$ cat src/rtl/spixel_pkg.sv
// Shared types for the superpixel animator: FSM state encoding, sprite
// position record and the per-sprite power-on position.
// Position fields are POS_W wide; users keep X_W and Y_W at or below POS_W.
package spixel_pkg;

    localparam int POS_W = 8;

    typedef enum logic [2:0] {
        IDLE       = 3'd0,
        ERASE_REQ  = 3'd1,
        ERASE_WAIT = 3'd2,
        DRAW_REQ   = 3'd3,
        DRAW_WAIT  = 3'd4,
        FRAME_END  = 3'd5
    } state_t;

    typedef struct packed {
        logic [POS_W-1:0] x;
        logic [POS_W-1:0] y;
    } pos_t;

    // Sprite k starts on row 0, column k, so sprites never begin stacked.
    function automatic pos_t reset_pos(input int k);
        pos_t p;
        p.x = POS_W'(k);
        p.y = '0;
        return p;
    endfunction

endpackage

$ cat src/rtl/spixel_stepper.sv
// Next-position calculator for one sprite (purely combinational).
// Ports: cur -> nxt; with SPIXEL_ANIMATOR_BOUNCE_EN also dx/dy -> ndx/ndy.
// Direction bits: 0 = +1, 1 = -1. Without the macro the sprite rasters.
module spixel_stepper
    import spixel_pkg::*;
#(
    parameter int X_MAX = 31,
    parameter int Y_MAX = 23
) (
    input  pos_t cur,
    output pos_t nxt
`ifdef SPIXEL_ANIMATOR_BOUNCE_EN
    ,
    input  logic dx,
    input  logic dy,
    output logic ndx,
    output logic ndy
`endif
);

`ifdef SPIXEL_ANIMATOR_BOUNCE_EN
    // At an edge the direction is turned to point back into the field before
    // the step is taken, so a sprite never leaves the visible area.
    always_comb begin
        ndx = dx;
        ndy = dy;
        if (cur.x == '0)
            ndx = 1'b0;
        else if (cur.x == POS_W'(X_MAX))
            ndx = 1'b1;
        if (cur.y == '0)
            ndy = 1'b0;
        else if (cur.y == POS_W'(Y_MAX))
            ndy = 1'b1;
        nxt.x = ndx ? cur.x - POS_W'(1) : cur.x + POS_W'(1);
        nxt.y = ndy ? cur.y - POS_W'(1) : cur.y + POS_W'(1);
    end
`else
    always_comb begin
        nxt = cur;
        if (cur.x == POS_W'(X_MAX)) begin
            nxt.x = '0;
            nxt.y = (cur.y == POS_W'(Y_MAX)) ? '0 : cur.y + POS_W'(1);
        end else begin
            nxt.x = cur.x + POS_W'(1);
        end
    end
`endif

endmodule

$ cat src/rtl/spixel_animator.sv
// Superpixel animator: every accepted tick erases all sprites at their old
// positions, then draws all at new positions through a one-at-a-time draw port.
// Ports: clk/rst (sync, active-high), ienable, icolor -> ox/oy/ocolor/ovld,
// idone handshake, obusy, oframe_done, sticky oovr. Macro: SPIXEL_ANIMATOR_BOUNCE_EN.
module spixel_animator
    import spixel_pkg::*;
#(
    parameter int N_SPR    = 4,
    parameter int X_W      = 5,
    parameter int Y_W      = 5,
    parameter int X_MAX    = 31,
    parameter int Y_MAX    = 23,
    parameter int COLOR_W  = 8,
    parameter int TICK_MAX = 24999999,
    parameter logic [COLOR_W-1:0] BG_COLOR = 8'hFF
) (
    input  logic                     clk,
    input  logic                     rst,
    input  logic                     ienable,
    input  logic [N_SPR*COLOR_W-1:0] icolor,
    output logic [X_W-1:0]           ox,
    output logic [Y_W-1:0]           oy,
    output logic [COLOR_W-1:0]       ocolor,
    output logic                     ovld,
    input  logic                     idone,
    output logic                     obusy,
    output logic                     oframe_done,
    output logic                     oovr
);

    localparam int K_W   = (N_SPR > 1) ? $clog2(N_SPR) : 1;
    localparam int CNT_W = (TICK_MAX > 0) ? $clog2(TICK_MAX + 1) : 1;

    state_t             state, state_nxt;
    logic [K_W-1:0]     k;
    logic [CNT_W-1:0]   cnt;
    logic               tick, accept, last_k, ack;
    logic [COLOR_W-1:0] col_q, col_k;

    pos_t cur_pos [N_SPR];
    pos_t old_pos [N_SPR];
    pos_t nxt_pos [N_SPR];

    assign tick   = (cnt == CNT_W'(TICK_MAX));
    assign accept = (state == IDLE) && tick && ienable;
    assign last_k = (k == K_W'(N_SPR - 1));
    assign ack    = idone && ((state == ERASE_WAIT) || (state == DRAW_WAIT));
    assign col_k  = icolor[int'(k)*COLOR_W +: COLOR_W];

    always_ff @(posedge clk) begin
        if (rst || tick)
            cnt <= '0;
        else
            cnt <= cnt + CNT_W'(1);
    end

    // FSM: state register
    always_ff @(posedge clk) begin
        if (rst)
            state <= IDLE;
        else
            state <= state_nxt;
    end

    // FSM: next state
    always_comb begin
        state_nxt = state;
        case (state)
            IDLE:       if (accept) state_nxt = ERASE_REQ;
            ERASE_REQ:  state_nxt = ERASE_WAIT;
            ERASE_WAIT: if (idone) state_nxt = last_k ? DRAW_REQ : ERASE_REQ;
            DRAW_REQ:   state_nxt = DRAW_WAIT;
            DRAW_WAIT:  if (idone) state_nxt = last_k ? FRAME_END : DRAW_REQ;
            FRAME_END:  state_nxt = IDLE;
            default:    state_nxt = IDLE;
        endcase
    end

    // FSM: outputs. Coordinates come from registers that only move in IDLE,
    // and the draw colour is captured at DRAW_REQ, so the request holds
    // steady until idone even if icolor changes meanwhile.
    always_comb begin
        ovld        = (state == ERASE_REQ) || (state == DRAW_REQ);
        obusy       = (state != IDLE);
        oframe_done = (state == FRAME_END);
        ox          = '0;
        oy          = '0;
        ocolor      = '0;
        case (state)
            ERASE_REQ, ERASE_WAIT: begin
                ox     = old_pos[k].x[X_W-1:0];
                oy     = old_pos[k].y[Y_W-1:0];
                ocolor = BG_COLOR;
            end
            DRAW_REQ: begin
                ox     = cur_pos[k].x[X_W-1:0];
                oy     = cur_pos[k].y[Y_W-1:0];
                ocolor = col_k;
            end
            DRAW_WAIT: begin
                ox     = cur_pos[k].x[X_W-1:0];
                oy     = cur_pos[k].y[Y_W-1:0];
                ocolor = col_q;
            end
            default: ;
        endcase
    end

    always_ff @(posedge clk) begin
        if (rst) begin
            k     <= '0;
            oovr  <= 1'b0;
            col_q <= '0;
        end else begin
            if (accept)
                k <= '0;
            else if (ack)
                k <= last_k ? '0 : k + K_W'(1);
            // A tick that finds the frame still in flight is lost.
            if (tick && ienable && (state != IDLE))
                oovr <= 1'b1;
            if (state == DRAW_REQ)
                col_q <= col_k;
        end
    end

    always_ff @(posedge clk) begin
        for (int i = 0; i < N_SPR; i++) begin
            if (rst) begin
                cur_pos[i] <= reset_pos(i);
                old_pos[i] <= reset_pos(i);
            end else if (accept) begin
                old_pos[i] <= cur_pos[i];
                cur_pos[i] <= nxt_pos[i];
            end
        end
    end

`ifdef SPIXEL_ANIMATOR_BOUNCE_EN
    logic [N_SPR-1:0] dx, dy, ndx, ndy;

    always_ff @(posedge clk) begin
        if (rst) begin
            dx <= '0;
            dy <= '0;
        end else if (accept) begin
            dx <= ndx;
            dy <= ndy;
        end
    end
`endif

    for (genvar g = 0; g < N_SPR; g++) begin : g_step
        spixel_stepper #(
            .X_MAX(X_MAX),
            .Y_MAX(Y_MAX)
        ) u_step (
            .cur(cur_pos[g]),
            .nxt(nxt_pos[g])
`ifdef SPIXEL_ANIMATOR_BOUNCE_EN
            ,
            .dx (dx[g]),
            .dy (dy[g]),
            .ndx(ndx[g]),
            .ndy(ndy[g])
`endif
        );
    end

endmodule

$ cat config.mk
export PLATFORM = sky130hd
export DESIGN_NAME = spixel_animator
export DESIGN_NICKNAME = d
export VERILOG_FILES = /design/src/rtl/spixel_pkg.sv /design/src/rtl/spixel_stepper.sv /design/src/rtl/spixel_animator.sv
export SDC_FILE = /design/constraint.sdc
export NUM_CORES = 1
export LEC_CHECK = 0
export ABC_AREA = 1
export BUFFER_PORTS_ARGS = -buffer_cell sky130_fd_sc_hd__buf_2
export CAP_MARGIN = 25
export CORE_AREA = 4 4 200 202
export CTS_BUF_LIST = sky130_fd_sc_hd__clkbuf_16
export DETAILED_ROUTE_END_ITERATION = 12
export DIE_AREA = 0 0 204 206
export PLACE_DENSITY_LB_ADDON = 0.1
export SYNTH_ARGS = -nofsm -noshare
export SYNTH_HDL_FRONTEND = slang
export SYNTH_HIERARCHICAL = 1
export SYNTH_SLANG_ARGS = --single-unit
$ cat constraint.sdc
create_clock -name clk -period 14.9 [get_ports clk]
set_clock_uncertainty 0.2 [all_clocks]
set_input_delay 0.745 -clock clk [delete_from_list [all_inputs] [get_ports clk]]
set_output_delay 0.745 -clock clk [all_outputs]
set_load 0.02 [all_outputs]
==> results by stage <==
Routing:
- The number of antenna-violating nets in the routed design is 0.
- For this run, design rule violations remaining after detail routing come to 0.
- The detailed router finished its first iteration with ~460 violations.
- Wires add up to around 24000 um.
- Dividing the detail-routed via count by the number of cells gives between 4 and 5.
- The length of the first detailed-routing pass in iterations is 5.
- Detailed routing inserted a total of 7571 vias.
- In the final routed layout, each cell accounts on average for between 10 and 15 um.

Place:
- The half-perimeter wire length after detailed placement is 16600 um.
- The count of input and output buffers is between 50 and 60.
- At the end of routability-driven placement, the weighted congestion stood at slightly below 0.8.
- Counting tap cells, the placed design contains a total of between 1.5k and 2k instances.

Synth:
- The synthesized design contains between 100 and 150 enable-type register cells.
- The cell count after synthesis is between 1k and 1.5k.
- The mapped netlist covers 9440 um2.
- After Yosys synthesis, full adders, half adders and majority gates account for under 10% of the synthesized area.
- The xor and xnor fraction of the mapped netlist area is under 10%.
- The main combinational cell family by area after synthesis is simple AND/OR/NAND/NOR gates.
- The share of flip-flops with an asynchronous set or reset is 0%.
- The synthesized design contains 145 register bits.
- The sequential share of the synthesized area is 41.8%.
- Among all flip-flop cells after synthesis, the most frequent one is edfxtp_1.
- The synthesized area divided by synthesized cell count is ~7.7 um2.
- The count of warnings emitted by yosys is 6.
- The number of different library cells in the post-synthesis netlist is 36.
- In the synthesized netlist, mux cells make up 0% of the area.
- The share of the synthesized area in compound gates (AO/OA/AOI/OAI) is slightly below 9%.
- Counting every net in the synthesized netlist gives 1267.
- Summing the areas of all and, or, nand and nor instances in the mapped netlist gives a little over a third of the synthesized area.

Floorplan:
- The die covers between 40000 and 50000 um2.
- Row generation in the floorplan step produced 72 rows.
- The core region area is 38300 um2.
- Pin placement for this block handled between 50 and 60 I/O pins.
- For this configuration, the core starts out at a cell density of roughly 25%.
- The die boundary width is 204 um.
- The die is about 210 um tall.

Critical path:
- For this run, the slowest stage of the critical path takes 0.61 ns.
- The element type at the critical path end is an output port.
- STA classifies the critical path startpoint as a flop.
- The data required time of the critical path is 13.95 ns.
- Walking the worst path, the cells encountered are nor2_1 > inv_1 > nor2_1 > inv_1 > nand2_1 > a22o_1 > buf_2.
- The data arrival time at the worst-slack endpoint is 2.67 ns.
- The peak fanout along the critical path is 11.
- The worst setup path is of the reg -> out kind.
- The beginning of the critical path is state[1]$_SDFFE_PP0P_.
- The total buffers and inverters traversed by the critical path is 3.
- The worst reg2reg path startpoint is cnt[0]$_SDFF_PP0_.
- On the critical path, the stage with the largest delay is an instance of nor2_1.
- In this design, the largest share of critical-path delay is due to simple AND/OR/NAND/NOR gates.

Worst hold path:
- The worst hold path begins at col_q[1]$_SDFFE_PP0N_.
- The tightest min-delay check is of the reg -> reg type.

Pwr:
- The analysis attributes to net switching a power of approximately 240 uW.
- In this run, the clock network consumes between 40% and 50% of the power.
- The leakage power figure is 0.00451 uW.
- The internal power of the cells totals roughly 760 uW.
- The power density of the placed cells is roughly 93 nW/um2.
- Per report_power, the sequential group accounts for 46.2% of the total.
- The combinational share of power is between 5 and 6%.
- The net switching fraction of the power is between 20% and 30%.
- The maximum ir drop on the vdd rail is approximately 0.077 mV.

Final layout:
- Measured on the finished design, the core utilization comes to between 20 and 30%.
- The number of antenna diodes in the final layout is 0.
- Relative to the synthesized area, the layout overhead comes to 14.1%.
- The filler cell count is 4221.
- In the final design database the tool counted around 1.3k nets.
- The fraction of final layout cells sized beyond drive strength 1 is 15.1%.
- The number of non-filler instances in the completed layout is 1793.

Timing:
- Setup repair after global routing left no endpoint under its margin.
- The worst path in the final design needs a cycle of ~3.6 ns, including I/O delays and setup.
- The final number of max-transition violations is 0.
- The worst slack on hold paths is 0.267 ns.
- The number of setup violations in the final report is 0.
- The final-layout setup total negative slack is 0 ns.
- The headroom to the max-slew limit is 37.1%.
- The final hold violation count is 0.
- The part of the cycle the worst path needs is between 20% and 30%.
- The slew at the pin closest to its max-slew limit is between 0.9 and 1 ns.
- The fmax is 277 MHz.

GRT:
- The first-pass GRT wire length is roughly 40000 um.
- The number of global-route vias before repair is around 7.4k.
- The number of antenna violations at the first check in global routing is 0.
- Entering global routing, the biggest net connects 58 pins.
- The remaining global-route overflow is 0.
- The all-layer global routing usage is a little under an eighth.

CTS:
- The tree built by TritonCTS fans out to 145 sinks.
- The tree is rooted in a clkbuf_16.
- The total clock buffers created by CTS is 17.
- The H-tree was split into 4 levels.
- TritonCTS built the clock tree.
- The post-cts gate resize count is 0.
- The number of buffers added to fix hold violations after cts is 0.
- The clock transition at the registers of the reported paths is around 0.060 ns.
- In this run the deepest clock path goes through 2 buffers.
- The clock latency on the worst-skew pair is between 0.4 and 0.5 ns.
- In this run the post-CTS setup repair buffer count came out at 0.

Outcome:
- The flow ran to the end, and the final reports show no timing, DRC or antenna violations.

Run:
- The max-cap violation count is 0.
==> routing by layer <==
| layer | track usage, % | up-vias | wire length (um) |
|---|---|---|---|
| li1 | - | 3965 | - |
| met1 | 16.3 | 3494 | 12500 |
| met2 | 18.9 | 99 | 10600 |
| met3 | 2.13 | 13 | 831 |
| met4 | 3.37 | 0 | 262 |
| met5 | 0 | - | 0 |
==> cells by family (layout without fill, tap and decap cells) <==
logic type	after synthesis	in the layout
simple gates	657	657
buf+inv	246	300
compound gates	147	147
flops	145	145
xor+xnor	16	16
fa+ha+maj	10	10
==> per-stage QoR <==
stage	cell area [um2]	setup WS, ns	power [uW]
6_report	10800	11.29	1010
5_1_grt	10800	11.04	1050
4_1_cts	10800	11.21	1030
3_5_place_dp	10100	11.46	535
3_3_place_gp	10100	11.49	534
2_1_floorplan	9440	5.48	517
==> cell type report <==
class | instances | area, um2 | area share (%)
Inverter | 204 | 771 | 7.16
Multi-Input combinational cell | 830 | 4430 | 41.1
Timing Repair Buffer | 64 | 338 | 3.14
Tap cell | 518 | 648 | 6.02
Clock buffer | 17 | 425 | 3.95
Sequential cell | 145 | 3940 | 36.6
Clock inverter | 15 | 215 | 2.00
==> power by group through the flow <==
stage	combinational (uW)	clock, uW	sequential (uW)
floorplan	47.0	0	470
global placement	60.3	0	474
detailed placement	60.4	0	474
CTS	61.0	499	465
global route	69.8	513	468
finish	59.6	481	465
==> worst register-to-register path: cells and delay by family (launching register included) <==
kind	cells	cell delay (ns)
AO/OA/AOI/OAI	1	0.13
flip-flops	1	0.42
buffers and inverters	2	1.35
adder cells (fa/ha/maj)	1	0.26
AND/OR/NAND/NOR	5	0.56
==> Yosys cell counts (3+ instances only) <==
library cell,instances,area share (%)
ha_1,10,1.3
buf_6,4,0.48
o21ai_0,56,3.0
a22o_1,10,0.93
or2_1,6,0.40
buf_12,7,1.5
nor2_4,77,9.2
dfxtp_1,41,8.7
inv_1,195,7.8
a21oi_1,55,2.9
o21bai_1,4,0.32
clkbuf_1,20,0.80
nor3b_1,3,0.24
xor2_1,11,1.0
nand2_2,11,0.73
buf_2,9,0.48
inv_2,4,0.16
nor2_1,188,7.5
edfxtp_1,104,33
nand3b_1,8,0.64
nor3_1,12,0.64
xnor2_1,5,0.46
o32ai_1,8,0.74
nand4_1,21,1.4
o22ai_1,10,0.66
nand2_1,259,10
clkinv_2,4,0.21
nand3_1,69,3.7
==> worst paths after layout <==
check	end	slack [ns]	depth (start not counted)
worst max-delay path	ox[1]	11.29	7
worst min-delay path	col_q[1]$_SDFFE_PP0N_	0.27	2
worst max register to register	cur_pos[3][15]$_SDFFCE_PN0P_	11.51	9
worst min register to register	col_q[1]$_SDFFE_PP0N_	0.27	2
==> cells in the final DEF, fill, tap and decap left out, drive strengths merged, types with 8 or more instances in the layout <==
master and n:
nand2 270, nor2 265, inv 203, edfxtp 104, nand3 70, buf 64, o21ai 56, a21oi 55
dfxtp 41, nand4 21, clkbuf 17, nor3 12, xor2 11, o22ai 10, a22o 10, ha 10
o32ai 8, nand3b 8, or2 8, clkinv 8
==> flip-flops by register name, summed over array words and instances (netlist names), named ones only <==
| register | cells |
|---|---|
| cnt | 25 |
| old_pos | 40 |
| state | 3 |
| k | 2 |
| oovr | 1 |
| col_q | 8 |
| cur_pos | 64 |
No activity file was read; power rests on OpenSTA's default activity.
